<file path="config.mk">
export PLATFORM = sky130hd
export DESIGN_NAME = alpha_trim_mean_flat
export DESIGN_NICKNAME = d
export VERILOG_FILES = /design/src/rtl/alpha_trim_mean_if.sv /design/src/rtl/alpha_trim_mean.sv /design/src/flat_wrapper.sv
export SDC_FILE = /design/constraint.sdc
export NUM_CORES = 1
export LEC_CHECK = 0
export CAP_MARGIN = 15
export CORE_MARGIN = 2
export CORE_UTILIZATION = 45
export CTS_CLUSTER_DIAMETER = 200
export DETAILED_ROUTE_END_ITERATION = 8
export PLACE_DENSITY = 0.72
export SLEW_MARGIN = 20
export SYNTH_ARGS = -nofsm -noshare
export SYNTH_HDL_FRONTEND = slang
export SYNTH_SLANG_ARGS = --single-unit
</file>
<file path="constraint.sdc">
create_clock -name clk -period 7.2 [get_ports clk]
set_clock_uncertainty 0.2 [all_clocks]
set_input_delay 1.08 -clock clk [delete_from_list [all_inputs] [get_ports clk]]
set_output_delay 1.08 -clock clk [all_outputs]
set_load 0.01 [all_outputs]
</file>
<file path="src/rtl/alpha_trim_mean_if.sv">
// Handshake and data bus between the parallel sorter stage and the alpha-trimmed mean stage.
interface alpha_trim_mean_if #(
  parameter int DN          = 25,
  parameter int DW          = 8,
  parameter int DW_sequence = $clog2(DN)
);
  logic                        start;
  logic [DW*DN-1:0]            data_unsort;
  logic                        sort_finish;
  logic [DW_sequence*DN-1:0]   sequence_sorted;
  logic                        busy;
  logic [DW-1:0]               mean_out;
  logic                        mean_valid;

  modport master (
    output start, data_unsort, sort_finish, sequence_sorted,
    input  busy, mean_out, mean_valid
  );

  modport slave (
    input  start, data_unsort, sort_finish, sequence_sorted,
    output busy, mean_out, mean_valid
  );
endinterface

</file>
<file path="src/rtl/alpha_trim_mean.sv">
// Modified alpha-trimmed mean: sums the middle DN-2*TRIM ranked samples of a window
// and divides by that count with round-half-up, using a serial restoring divider.
module alpha_trim_mean #(
  parameter int DN          = 25,
  parameter int DW          = 8,
  parameter int DW_sequence = $clog2(DN),
  parameter int TRIM        = 4
) (
  input  logic             clk,
  input  logic             rst_n,
  alpha_trim_mean_if.slave bus
);
  localparam int N    = DN - 2*TRIM;
  localparam int SUMW = DW + $clog2(N+1);
  localparam int RW   = $clog2(DN);
  localparam int CW   = $clog2(SUMW);

  localparam logic [RW-1:0]          R_FIRST   = RW'(TRIM);
  localparam logic [RW-1:0]          R_LAST    = RW'(DN-1-TRIM);
  localparam logic [CW-1:0]          D_LAST    = CW'(SUMW-1);
  localparam logic [SUMW-1:0]        N_W       = SUMW'(N);
  localparam logic [SUMW-1:0]        HALF      = SUMW'(N/2);
  localparam logic [DW_sequence:0]   IDX_LIMIT = (DW_sequence+1)'(DN);

  generate
    if (2*TRIM >= DN) begin : g_bad_trim
      $error("alpha_trim_mean: 2*TRIM must be smaller than DN");
    end
  endgenerate

  typedef enum logic [2:0] {S_IDLE, S_WAIT, S_LATCH, S_ACC, S_DIV, S_DONE} state_t;
  state_t state, state_nxt;

  logic [DW-1:0]          win [DN];
  logic [DW_sequence-1:0] idx [DN];
  logic [RW-1:0]          rank;
  logic [CW-1:0]          dcnt;
  logic [SUMW-1:0]        sum;
  logic [SUMW-1:0]        rem;
  logic [DW-1:0]          mean_q;

  logic [DW_sequence-1:0] cur_idx;
  logic [DW-1:0]          sample;
  logic [SUMW-1:0]        trial;
  logic                   trial_ge;
  logic [SUMW-1:0]        quo_nxt;

  always_ff @(posedge clk or negedge rst_n) begin
    if (!rst_n) state <= S_IDLE;
    else        state <= state_nxt;
  end

  always_comb begin
    state_nxt = state;
    case (state)
      S_IDLE:  if (bus.start)       state_nxt = S_WAIT;
      S_WAIT:  if (bus.sort_finish) state_nxt = S_LATCH;
      S_LATCH:                      state_nxt = S_ACC;
      S_ACC:   if (rank == R_LAST)  state_nxt = S_DIV;
      S_DIV:   if (dcnt == D_LAST)  state_nxt = S_DONE;
      S_DONE:                       state_nxt = S_IDLE;
      default:                      state_nxt = S_IDLE;
    endcase
  end

  always_comb begin
    bus.busy       = (state != S_IDLE);
    bus.mean_valid = (state == S_DONE);
    bus.mean_out   = mean_q;
  end

  // Out-of-range indices select nothing so a corrupt permutation cannot read past the window.
  always_comb begin
    cur_idx = idx[rank];
    sample  = '0;
    if ({1'b0, cur_idx} < IDX_LIMIT) sample = win[cur_idx];
  end

  // Dividend shifts out of sum's MSB while quotient bits shift into its LSB.
  always_comb begin
    trial    = {rem[SUMW-2:0], sum[SUMW-1]};
    trial_ge = (trial >= N_W);
    quo_nxt  = {sum[SUMW-2:0], trial_ge};
  end

  always_ff @(posedge clk or negedge rst_n) begin
    if (!rst_n) begin
      for (int unsigned k = 0; k < DN; k++) begin
        win[k] <= '0;
        idx[k] <= '0;
      end
      rank   <= '0;
      dcnt   <= '0;
      sum    <= '0;
      rem    <= '0;
      mean_q <= '0;
    end else begin
      case (state)
        S_IDLE: begin
          if (bus.start) begin
            for (int unsigned k = 0; k < DN; k++) win[k] <= bus.data_unsort[k*DW +: DW];
          end
        end
        S_LATCH: begin
          for (int unsigned k = 0; k < DN; k++) idx[k] <= bus.sequence_sorted[k*DW_sequence +: DW_sequence];
          rank <= R_FIRST;
          sum  <= HALF;
          rem  <= '0;
          dcnt <= '0;
        end
        S_ACC: begin
          sum  <= sum + SUMW'(sample);
          rank <= rank + 1'b1;
        end
        S_DIV: begin
          rem  <= trial_ge ? (trial - N_W) : trial;
          sum  <= quo_nxt;
          dcnt <= dcnt + 1'b1;
          if (dcnt == D_LAST) mean_q <= quo_nxt[DW-1:0];
        end
        default: ;
      endcase
    end
  end
endmodule

</file>
<file path="src/flat_wrapper.sv">
// flat-port wrapper written by rule: the top's interface ports become plain ports
module alpha_trim_mean_flat 
#(
  parameter int DN          = 25,
  parameter int DW          = 8,
  parameter int DW_sequence = $clog2(DN),
  parameter int TRIM        = 4
)
  (clk, rst_n, bus_start, bus_data_unsort, bus_sort_finish, bus_sequence_sorted, bus_busy, bus_mean_out, bus_mean_valid);
  alpha_trim_mean_if #(.DN(DN), .DW(DW), .DW_sequence(DW_sequence)) bus_i ();
  input  logic clk;
  input  logic rst_n;
  input wire logic [$bits(bus_i.start)-1:0] bus_start;
  input wire logic [$bits(bus_i.data_unsort)-1:0] bus_data_unsort;
  input wire logic [$bits(bus_i.sort_finish)-1:0] bus_sort_finish;
  input wire logic [$bits(bus_i.sequence_sorted)-1:0] bus_sequence_sorted;
  output wire logic [$bits(bus_i.busy)-1:0] bus_busy;
  output wire logic [$bits(bus_i.mean_out)-1:0] bus_mean_out;
  output wire logic [$bits(bus_i.mean_valid)-1:0] bus_mean_valid;
  assign bus_i.start = bus_start;
  assign bus_i.data_unsort = bus_data_unsort;
  assign bus_i.sort_finish = bus_sort_finish;
  assign bus_i.sequence_sorted = bus_sequence_sorted;
  assign bus_busy = bus_i.busy;
  assign bus_mean_out = bus_i.mean_out;
  assign bus_mean_valid = bus_i.mean_valid;
  alpha_trim_mean #(.DN(DN), .DW(DW), .DW_sequence(DW_sequence), .TRIM(TRIM)) u_core (.clk(clk), .rst_n(rst_n), .bus(bus_i));
endmodule
</file>
==> results.txt <==
number of vias per cell after detailed routing: 5.64
internal portion of total power: 7.11 mW
NumNets Final: 2002
run status: finished clean
startpoint of the worst-slack reg-to-reg timing path: u_core.rank[1]
critical path class: reg -> reg
final design utilization: 0.585
R2R setup slack: 0.71 ns
Hold WS: 0.304 ns
top-level port count: 339
Initial Utilization: 0.455
cell count of the worst hold path: 1
number of H-tree levels: 2
detailed placer's ending HPWL: 36800 um
Max FO, Critical Path: 35
net switching power: 4.65 mW
aggregate negative setup slack: 0 ns
total wire length: 50400 um
TritonCTS clock tree: yes
Post-Place Setup Slack: 0.779 ns
netlist area before placement: 17500 um2
antenna violation net count after detailed routing: 0
initial detailed-routing violation count: 832
worst-skew pair later-pin latency: 0.55 ns
depth of the worst register-to-register path: 21
Worst Path Arrival: 6.72 ns
Total Die Area: 40600 um2
post-synthesis cell type count: 73
critical path capture point type: flop
share of the clock period used by the worst path after layout: 0.902
Post-Syn Area per Cell: 13.0 um2
sequential element share of the synthesized area: 0.528
fraction of synthesis flops using an asynchronous set or reset pin: 1.00
maximum clock frequency: 154 MHz
TritonCTS buffer count: 41
type of element launching the critical path: flop
cell leakage power: 9.23 nW
vias: 12400
worst setup margin: 0.708 ns
Primary FF master, synth: dfrtp_1
yosys synthesis warning count: 0
overall track demand over capacity in global routing: 0.247
endpoint of the worst register-to-register path: u_core.sum[8]
EDFF count, synth: 0
number of register bits inferred by synthesis: 370
pin count of the biggest net entering global routing: 198
global-route wire length before repair: 76800 um
FILL cells: 3138
via count of the first global-routing pass: 12900
share of final-layout standard cells stronger than drive strength 1: 0.272
number of max-capacitance violations reported: 0
transition at the pin with the smallest max-transition slack: 1.16 ns
initial antenna violation count: 8
Sw Ratio: 0.395
die width: 201 um
post-CTS sizing: 0
gr ovfl total: 0
launch instance of the worst min-delay path: u_core.win[58]
cell at the root of the clock tree: clkbuf_16
floorplan core area: 38600 um2
worst-case clock buffer depth: 3
leading cell types by total area after synthesis: dfrtp_1 (53%), mux2_2 (21%), mux4_2 (4.4%)
clock share of power: 0.168
vertical die dimension: 201 um
power per unit of standard cell area: 521 nW/um2
endpoint required time on the critical path: 7.43 ns
number of instances in the synthesized netlist: 1345
syn_nets: 1689
Relative slew margins: 0.228
total of endpoints with negative setup slack in the final report: 0
remaining routing DRC violations: 0
TritonRoute pass-1 iters: 7
count of port buffers added during placement: 338
per-cell routed wire length: 22.9 um
RSZ-0062 raised after global routing: false
clock transition time at the flip-flop clock pins of the worst setup and hold paths: 0.06 ns
Final Hold Vio Count: 0
type of the tightest min-delay check: reg -> reg
share of Yosys cell area claimed by the top area cell type: 0.528
placement row count: 72
Sink Count: 370
post-CTS setup buffer count: 0
area delta synth->final: 28.5%
top cell type by total area after synthesis: dfrtp_1
Comb pwr share: 0.503
VDD IR max: 351 uV
gpl congestion: 0.936
destination of the worst hold path: u_core.win[58]
Sequential Power Share: 0.329
Slew Limit Fails: 0
min Tclk post-route: 6.49 ns
quantity of hold-fixing buffers added after cts: 0
synth_stat cells, drive strengths merged (3+ instances only):
master / n
nand2b: 6
nor3: 17
ha: 14
mux2i: 49
o2bb2ai: 4
a21oi: 51
and3: 14
a2111oi: 4
inv: 17
o211ai: 5
a22o: 4
nor2: 38
clkbuf: 46
nor2b: 13
nand2: 110
a31oi: 10
o22ai: 6
mux2: 335
o31ai: 3
nor4: 4
or2: 3
a211oi: 8
mux4: 34
a22oi: 9
a21o: 9
xor2: 3
a221oi: 4
and2: 5
o21ai: 40
nor3b: 5
dfrtp: 370
a311oi: 3
a32oi: 11
xnor2: 13
or3: 4
buf: 37
nand3: 11
cells in the final DEF (no fill, tap or decap), types with 4 or more instances in the layout:
cell             Yosys  final
mux2_2             333    333
a32oi_1             11     11
clkbuf_1            46     12
nor3_1              17     17
a22oi_1              9      9
nand3_1             11     11
a21oi_1             51     51
nor2_1              38     36
o2bb2ai_1            4      4
or3_1                4      4
a22o_1               4      4
and3_1              14     14
xnor2_1             13     13
nor2b_1             13     13
a31oi_1             10      9
nand2b_1             6      6
o22ai_1              6      6
ha_1                14     14
inv_1               16     16
a21o_1               9      9
nand2_1            109    109
clkbuf_8             0      6
clkbuf_16            0     41
mux4_2              34     34
nor3b_1              5      5
and2_1               4      4
mux2i_1             49     49
buf_4                5     13
clkdlybuf4s50_1      0    337
a211oi_1             8      8
o21ai_0             37     37
dfrtp_1            370    368
per-stage QoR:
stage | instance area [um2] | power (mW) | cells
after floorplan | 17500 | 8.08 | 1345
after global placement | 21300 | 9.56 | 2133
after CTS | 22500 | 11.8 | 2199
after detailed placement | 21300 | 9.72 | 2133
final | 22600 | 11.8 | 2201
after global routing | 22500 | 12.5 | 2199
worst max-delay path by stage:
stage	startpoint	end	slack (ns)	cells past startpoint
after floorplan	u_core.rank[0]	u_core.sum[8]	2.20	25
after global routing	u_core.rank[1]	u_core.sum[8]	0.14	21
after global placement	u_core.rank[1]	u_core.sum[8]	1.08	21
after detailed placement	u_core.rank[1]	u_core.sum[8]	0.78	21
final	u_core.rank[1]	u_core.sum[8]	0.71	21
after CTS	u_core.rank[1]	u_core.sum[8]	0.76	21
cell families (layout without fill, tap and decap cells):
group | after synthesis | in the layout | synth area share
fa+ha+maj | 15 | 15 | 0.0111
flops | 370 | 370 | 0.528
mux | 418 | 418 | 0.287
simple gates | 243 | 243 | 0.0670
compound gates | 183 | 183 | 0.0706
buf+inv | 100 | 436 | 0.0292
other cells | 0 | 2 | 0
xor+xnor | 16 | 16 | 0.00799
critical path: stages (launching register included):
cell       delay [ns]
dfrtp_2          0.97
mux4_2           0.38
mux4_2           0.25
nor2_1           0.07
a31oi_4          0.67
and2_1           0.54
o2bb2ai_1        0.17
a211oi_1         0.07
or4_1            0.51
nor4_2           0.17
ha_1             0.21
inv_1            0.05
fa_1             0.37
nor2b_1          0.16
o21ai_0          0.13
a21boi_0         0.24
o21ai_0          0.15
a21boi_0         0.26
o21ai_0          0.20
nand2_1          0.15
o21ai_0          0.12
a221o_1          0.29
final cells by class:
cell class | count | area, um2 | area share
timing repair buffer | 353 | 3530 | 0.156
inverter | 17 | 63.8 | 0.00283
clock buffer | 59 | 1150 | 0.0512
antenna | 2 | 5.00 | 0.000222
clock inverter | 7 | 86.3 | 0.00383
multi-input combinational | 875 | 7810 | 0.346
tap | 518 | 648 | 0.0287
sequential | 370 | 9260 | 0.411
power groups by stage:
stage	Sequential, mW	Combinational, mW	Clock (mW)
after floorplan	3.47	4.61	0
after global placement	3.86	5.71	0
after detailed placement	3.88	5.84	0
after CTS	3.86	5.89	2.02
after global routing	3.97	6.41	2.10
final	3.86	5.92	1.98
per-layer routing:
layer,wire (um),GRT usage,vias to the layer above
li1,-,-,5531
met1,21200,0.330,6238
met2,23200,0.385,518
met3,3980,0.0659,120
met4,1950,0.0945,12
met5,66,0,-
flip-flops by register name (all words and copies together), names as in the netlist:
signal and flops:
u_core.bus.mean_out 8, u_core.dcnt 4, u_core.idx 125, u_core.rank 5, u_core.rem 12, u_core.state 3, u_core.sum 13, u_core.win 200
Note: power is estimated with default switching activity, not from simulation.
==> RTL change 1 (same settings) <==
Make the reset (`rst_n`) synchronous in 2 clocked blocks.
--- a/src/rtl/alpha_trim_mean.sv
+++ b/src/rtl/alpha_trim_mean.sv
@@ -45,7 +45,7 @@
   logic                   trial_ge;
   logic [SUMW-1:0]        quo_nxt;
 
-  always_ff @(posedge clk or negedge rst_n) begin
+  always_ff @(posedge clk) begin
     if (!rst_n) state <= S_IDLE;
     else        state <= state_nxt;
   end
@@ -83,7 +83,7 @@
     quo_nxt  = {sum[SUMW-2:0], trial_ge};
   end
 
-  always_ff @(posedge clk or negedge rst_n) begin
+  always_ff @(posedge clk) begin
     if (!rst_n) begin
       for (int unsigned k = 0; k < DN; k++) begin
         win[k] <= '0;
Function: differs if rst_n is asserted again (counterexample within 4 cycles, from zero or initial values and one cycle with rst_n low); with rst_n held inactive, the same outputs for 10 cycles.
==> RTL change 1 against the unedited design <==
- setup slack improved by 0.34 ns
- sequential cell count increased by 5
- final area is 1.8% higher
- area after synthesis grew 1.6%
- utilization rose by 0.51 points
- routed wire length decreased by 7.7%
- highest routed layer unchanged
Power is not compared: it rests on default switching activity, and its combinational part moved more than twofold at a synthesized area within 25%.
==> RTL change 1: results (changes against the unedited design) <==
- Status: finished, final reports clean (unchanged)
* CP max stage delay: 0.56 ns (was 0.97 ns)
- CP max-delay cell: sky130_fd_sc_hd__mux4_2 (was sky130_fd_sc_hd__dfrtp_2)
- The fraction of layout cells with a size suffix above 1 was 7.96% (was 27.2%).
* Final cell count without fillers: 2,281 (was 2,201)
- The fraction of synthesis flops using an asynchronous set or reset pin is 0% (was 100%).
* Distinct cells, synth: 76 (was 73)
- The detailed-router iteration count before antenna repair came to 5 (was 7).
* Pin count of the biggest net entering global routing: 191 (was 198)
- Crit-path max FO: 44 (was 35)
- The final clock period utilization by the worst path was 85.4% (was 90.2%).
- Worst setup slack after placement: 1.10 ns (was 0.779 ns)
- The share of the synthesized netlist area taken by xor and xnor gates came to 0.884% (was 0.799%).
- Post-synth EDFFs: 325 (was 0)
* Hold path endpoint: u_core.bus.mean_out[2] (was u_core.win[58])
* Portion of the post-synthesis area used by sequential elements: 60.4% (was 52.8%)
- Launch point of the worst hold path: u_core.bus.mean_out[2] (was u_core.win[58])
- Ranking of synthesized cells by instance count: sky130_fd_sc_hd__and2_1, sky130_fd_sc_hd__edfxtp_1, sky130_fd_sc_hd__nand2_1, sky130_fd_sc_hd__mux2i_1, sky130_fd_sc_hd__clkbuf_1 (was sky130_fd_sc_hd__dfrtp_1, sky130_fd_sc_hd__mux2_2, sky130_fd_sc_hd__nand2_1, sky130_fd_sc_hd__a21oi_1, sky130_fd_sc_hd__mux2i_1).
* Initial DRC count: 875 (was 832)
- The worst hold path depth came to 2 (was 1).
* Flip-flop cell with the highest count after synthesis: sky130_fd_sc_hd__edfxtp_1 (was sky130_fd_sc_hd__dfrtp_1)
* Cell types occupying the most area after synthesis: sky130_fd_sc_hd__edfxtp_1, sky130_fd_sc_hd__and2_1, sky130_fd_sc_hd__mux2i_1 (was sky130_fd_sc_hd__dfrtp_1, sky130_fd_sc_hd__mux2_2, sky130_fd_sc_hd__mux4_2)
- Total via count after detailed routing: 12,059 (was 12,419)
- Number of nets in the synthesized netlist: 1,762 (was 1,689)
* Estimated wirelength of the detail-placed design: 33,100 um (was 36,800 um)
- Wirelength, routed: 46,500 um (was 50,400 um)
* Data arrival time of the critical path: 6.40 ns (was 6.72 ns)
[RTL change 1: cell types whose count changed after synthesis, moves of 8 or more]
cell and change:
sky130_fd_sc_hd__and2_1 +322, sky130_fd_sc_hd__mux4_2 -13, sky130_fd_sc_hd__edfxtp_1 +325, sky130_fd_sc_hd__a21oi_1 -13, sky130_fd_sc_hd__dfxtp_1 +50, sky130_fd_sc_hd__mux2_2 -328
sky130_fd_sc_hd__dfrtp_1 -370, sky130_fd_sc_hd__nor2_1 +14, sky130_fd_sc_hd__o21ai_0 -11, sky130_fd_sc_hd__clkbuf_1 +10, sky130_fd_sc_hd__nor2b_1 -10, sky130_fd_sc_hd__nand3_1 +41
sky130_fd_sc_hd__mux2i_1 +55, sky130_fd_sc_hd__and3_1 -8
[RTL change 1: area by class of cell]
cell class | instances | area (um^2) | share of cell area (%)
clock buffer | 57 | 1160 | 5.05
antenna | 4 | 10.0 | 0.0436
clock inverter | 16 | 215 | 0.937
inverter | 16 | 60.1 | 0.262
sequential | 375 | 10800 | 46.9
tap | 518 | 648 | 2.82
timing repair buffer | 357 | 3530 | 15.4
multi-input combinational | 938 | 6580 | 28.6
[RTL change 1: layer usage]
metal	track usage, %	wire length [um]	part of all wire [%]
met5	0	13	0.028
met4	8.00	1300	2.8
met3	4.03	2790	6.0
met2	38.1	23700	51
met1	28.5	18700	40
[RTL change 1: power groups by stage]
| stage | Sequential [mW] | Clock, mW | Combinational [mW] |
|---|---|---|---|
| 2_1_floorplan | 2.64 | 0 | 0.404 |
| 3_3_place_gp | 2.65 | 0 | 0.701 |
| 3_5_place_dp | 2.65 | 0 | 0.711 |
| 4_1_cts | 2.61 | 2.18 | 0.715 |
| 5_1_grt | 2.62 | 2.27 | 0.770 |
| 6_report | 2.61 | 2.15 | 0.712 |
==> RTL change 2 (config.mk and constraints unchanged) <==
Made on the original files. `TRIM` is set to 4 in 2 places; all go to 8.
--- a/src/rtl/alpha_trim_mean.sv
+++ b/src/rtl/alpha_trim_mean.sv
@@ -4,7 +4,7 @@
   parameter int DN          = 25,
   parameter int DW          = 8,
   parameter int DW_sequence = $clog2(DN),
-  parameter int TRIM        = 4
+  parameter int TRIM        = 8
 ) (
   input  logic             clk,
   input  logic             rst_n,
--- a/src/flat_wrapper.sv
+++ b/src/flat_wrapper.sv
@@ -4,7 +4,7 @@
   parameter int DN          = 25,
   parameter int DW          = 8,
   parameter int DW_sequence = $clog2(DN),
-  parameter int TRIM        = 4
+  parameter int TRIM        = 8
 )
   (clk, rst_n, bus_start, bus_data_unsort, bus_sort_finish, bus_sequence_sorted, bus_busy, bus_mean_out, bus_mean_valid);
   alpha_trim_mean_if #(.DN(DN), .DW(DW), .DW_sequence(DW_sequence)) bus_i ();
Behaviour: no difference found for any inputs over 10 cycles, from zero or initial values and one cycle with rst_n low; that may be too few to reach the edited logic, so the function may still have changed.
==> RTL change 2 against the unedited design <==
- routed wire length down 6.1%
- sequential share of layout area decreased by 0.36 points
- clock power rose by 9%
- count of clock-buffer cells in the layout fell by 3
- final area up 0.32%
- global-route usage down 1.2 points
- setup slack gained 0.091 ns
- area after synthesis shrank 0.68%
- total power rose by 0.36%
- die area shrank 0.66%
- sequential cell count down 2
==> RTL change 2: results (changes against the unedited design) <==
* Initial DRC count: 853 (was 832)
- The adder and majority gate portion of the synthesized area was 1.05% (was 1.11%).
* Fillers: 3,140 (was 3,138)
- Ranking of synthesized cells by instance count: sky130_fd_sc_hd__dfrtp_1, sky130_fd_sc_hd__mux2_2, sky130_fd_sc_hd__nand2_1, sky130_fd_sc_hd__mux2i_1, sky130_fd_sc_hd__nor2_1 (was sky130_fd_sc_hd__dfrtp_1, sky130_fd_sc_hd__mux2_2, sky130_fd_sc_hd__nand2_1, sky130_fd_sc_hd__a21oi_1, sky130_fd_sc_hd__mux2i_1).
* Estimated wirelength of the detail-placed design: 34,800 um (was 36,800 um)
- The register-to-register path setup slack is 0.80 ns (was 0.71 ns).
* Data arrival time of the critical path: 6.65 ns (was 6.72 ns)
* Final weighted congestion of routability-driven global placement: 0.871 (was 0.936)
- Mux contribution to synthesized area: 31.6% (was 28.7%)
* Pin count of the biggest net entering global routing: 183 (was 198)
* Share of layout cells above drive strength 1: 29.5% (was 27.2%)
- Top Registers: u_core.win x200, u_core.idx x125, u_core.sum x12 (was u_core.win x200, u_core.idx x125, u_core.sum x13).
* Worst Hold Margin: 0.296 ns (was 0.304 ns)
- Max-Slew Margin vs Limit: 27.4% (was 22.8%)
- The leakage power figure was 9.33 nW (was 9.23 nW).
- Xor and xnor area share after synthesis: 0.703% (was 0.799%)
- Portion of the post-synthesis area used by sequential elements: 52.8% (about the same)
- Number of nets in the synthesized netlist: 1,632 (was 1,689)
- Kind of start point of the critical path: register (unchanged)
- Global-route wire length before repair: 72,900 um (was 76,800 um)
- The worst reg2reg path depth was 23 (was 21).
* Number of nets in the final layout: 1,951 (was 2,002)
* Via density: 5.51 (was 5.64)
* GRT Overall Usage: 23.4% (was 24.7%)
- The cell family contributing the most delay on the critical path is compound AO/OA/AOI/OAI gates (unchanged).
- Drt first pass iters: 5 (was 7)
* Distinct cells, synth: 62 (was 73)
- Post-detailed-route wirelength per cell: 21.9 um (was 22.9 um)
* Via count of the first global-routing pass: 12,392 (was 12,941)
- Status: finished, final reports clean (unchanged).
* CP max stage delay: 0.81 ns (was 0.97 ns)
- The placed standard-cell area was 21,200 um^2 (was 21,300 um^2).
- Complex-gate fraction of the synthesized area: 6.26% (was 7.06%)
- Cell types occupying the most area after synthesis: sky130_fd_sc_hd__dfrtp_1, sky130_fd_sc_hd__mux2_2, sky130_fd_sc_hd__mux4_2 (unchanged).
* Hold path endpoint: u_core.dcnt[3] (was u_core.win[58])
- The number of antenna violations at the first check in global routing was 10 (was 8).
- Crit-path max FO: 29 (was 35)
## RTL change 2: area by class of cell
class / instances / area share (%)
sequential: 368 / 40.7
multi-input combinational: 827 / 34.3
timing repair buffer: 353 / 15.6
clock buffer: 56 / 5.14
tap: 518 / 2.86
clock inverter: 15 / 1.01
inverter: 17 / 0.282
antenna: 8 / 0.0885
## RTL change 2: worst max path at each step
| stage | cells after the start | end | slack [ns] |
|---|---|---|---|
| floorplan | 19 | u_core.sum[8] | 2.72 |
| global placement | 23 | u_core.sum[8] | 1.04 |
| detailed placement | 23 | u_core.sum[8] | 0.91 |
| CTS | 23 | u_core.sum[8] | 0.83 |
| global route | 23 | u_core.sum[8] | 0.24 |
| finish | 23 | u_core.sum[8] | 0.80 |
## RTL change 2: logic make-up after synthesis
family,Yosys count
mux,454
xor+xnor,14
compound gates,173
fa+ha+maj,14
simple gates,172
flops,368
buf+inv,94
## RTL change 2: metrics by stage
stage,instances,util (%)
3_3_place_gp,2083,55.1
5_1_grt,2161,58.8
6_report,2162,58.8
2_1_floorplan,1289,-
4_1_cts,2154,58.8
3_5_place_dp,2083,55.1
## RTL change 2: per-layer routing
layer  GRT usage (%)  up-vias  share of wire (%)
li1                -     5412                  -
met1            31.1     6032                 43
met2            38.3      387                 48
met3            5.39       68                6.6
met4            7.35        4                2.2
met5               0        -              0.051
## RTL change 2: power breakdown
part,total [mW],internal (mW),leakage (nW),switching [mW]
Combinational,5.83,2.95,4.24,2.88
Clock,2.16,1.31,0.680,0.844
Sequential,3.82,3.09,4.41,0.723
Total,11.8,7.35,9.33,4.45
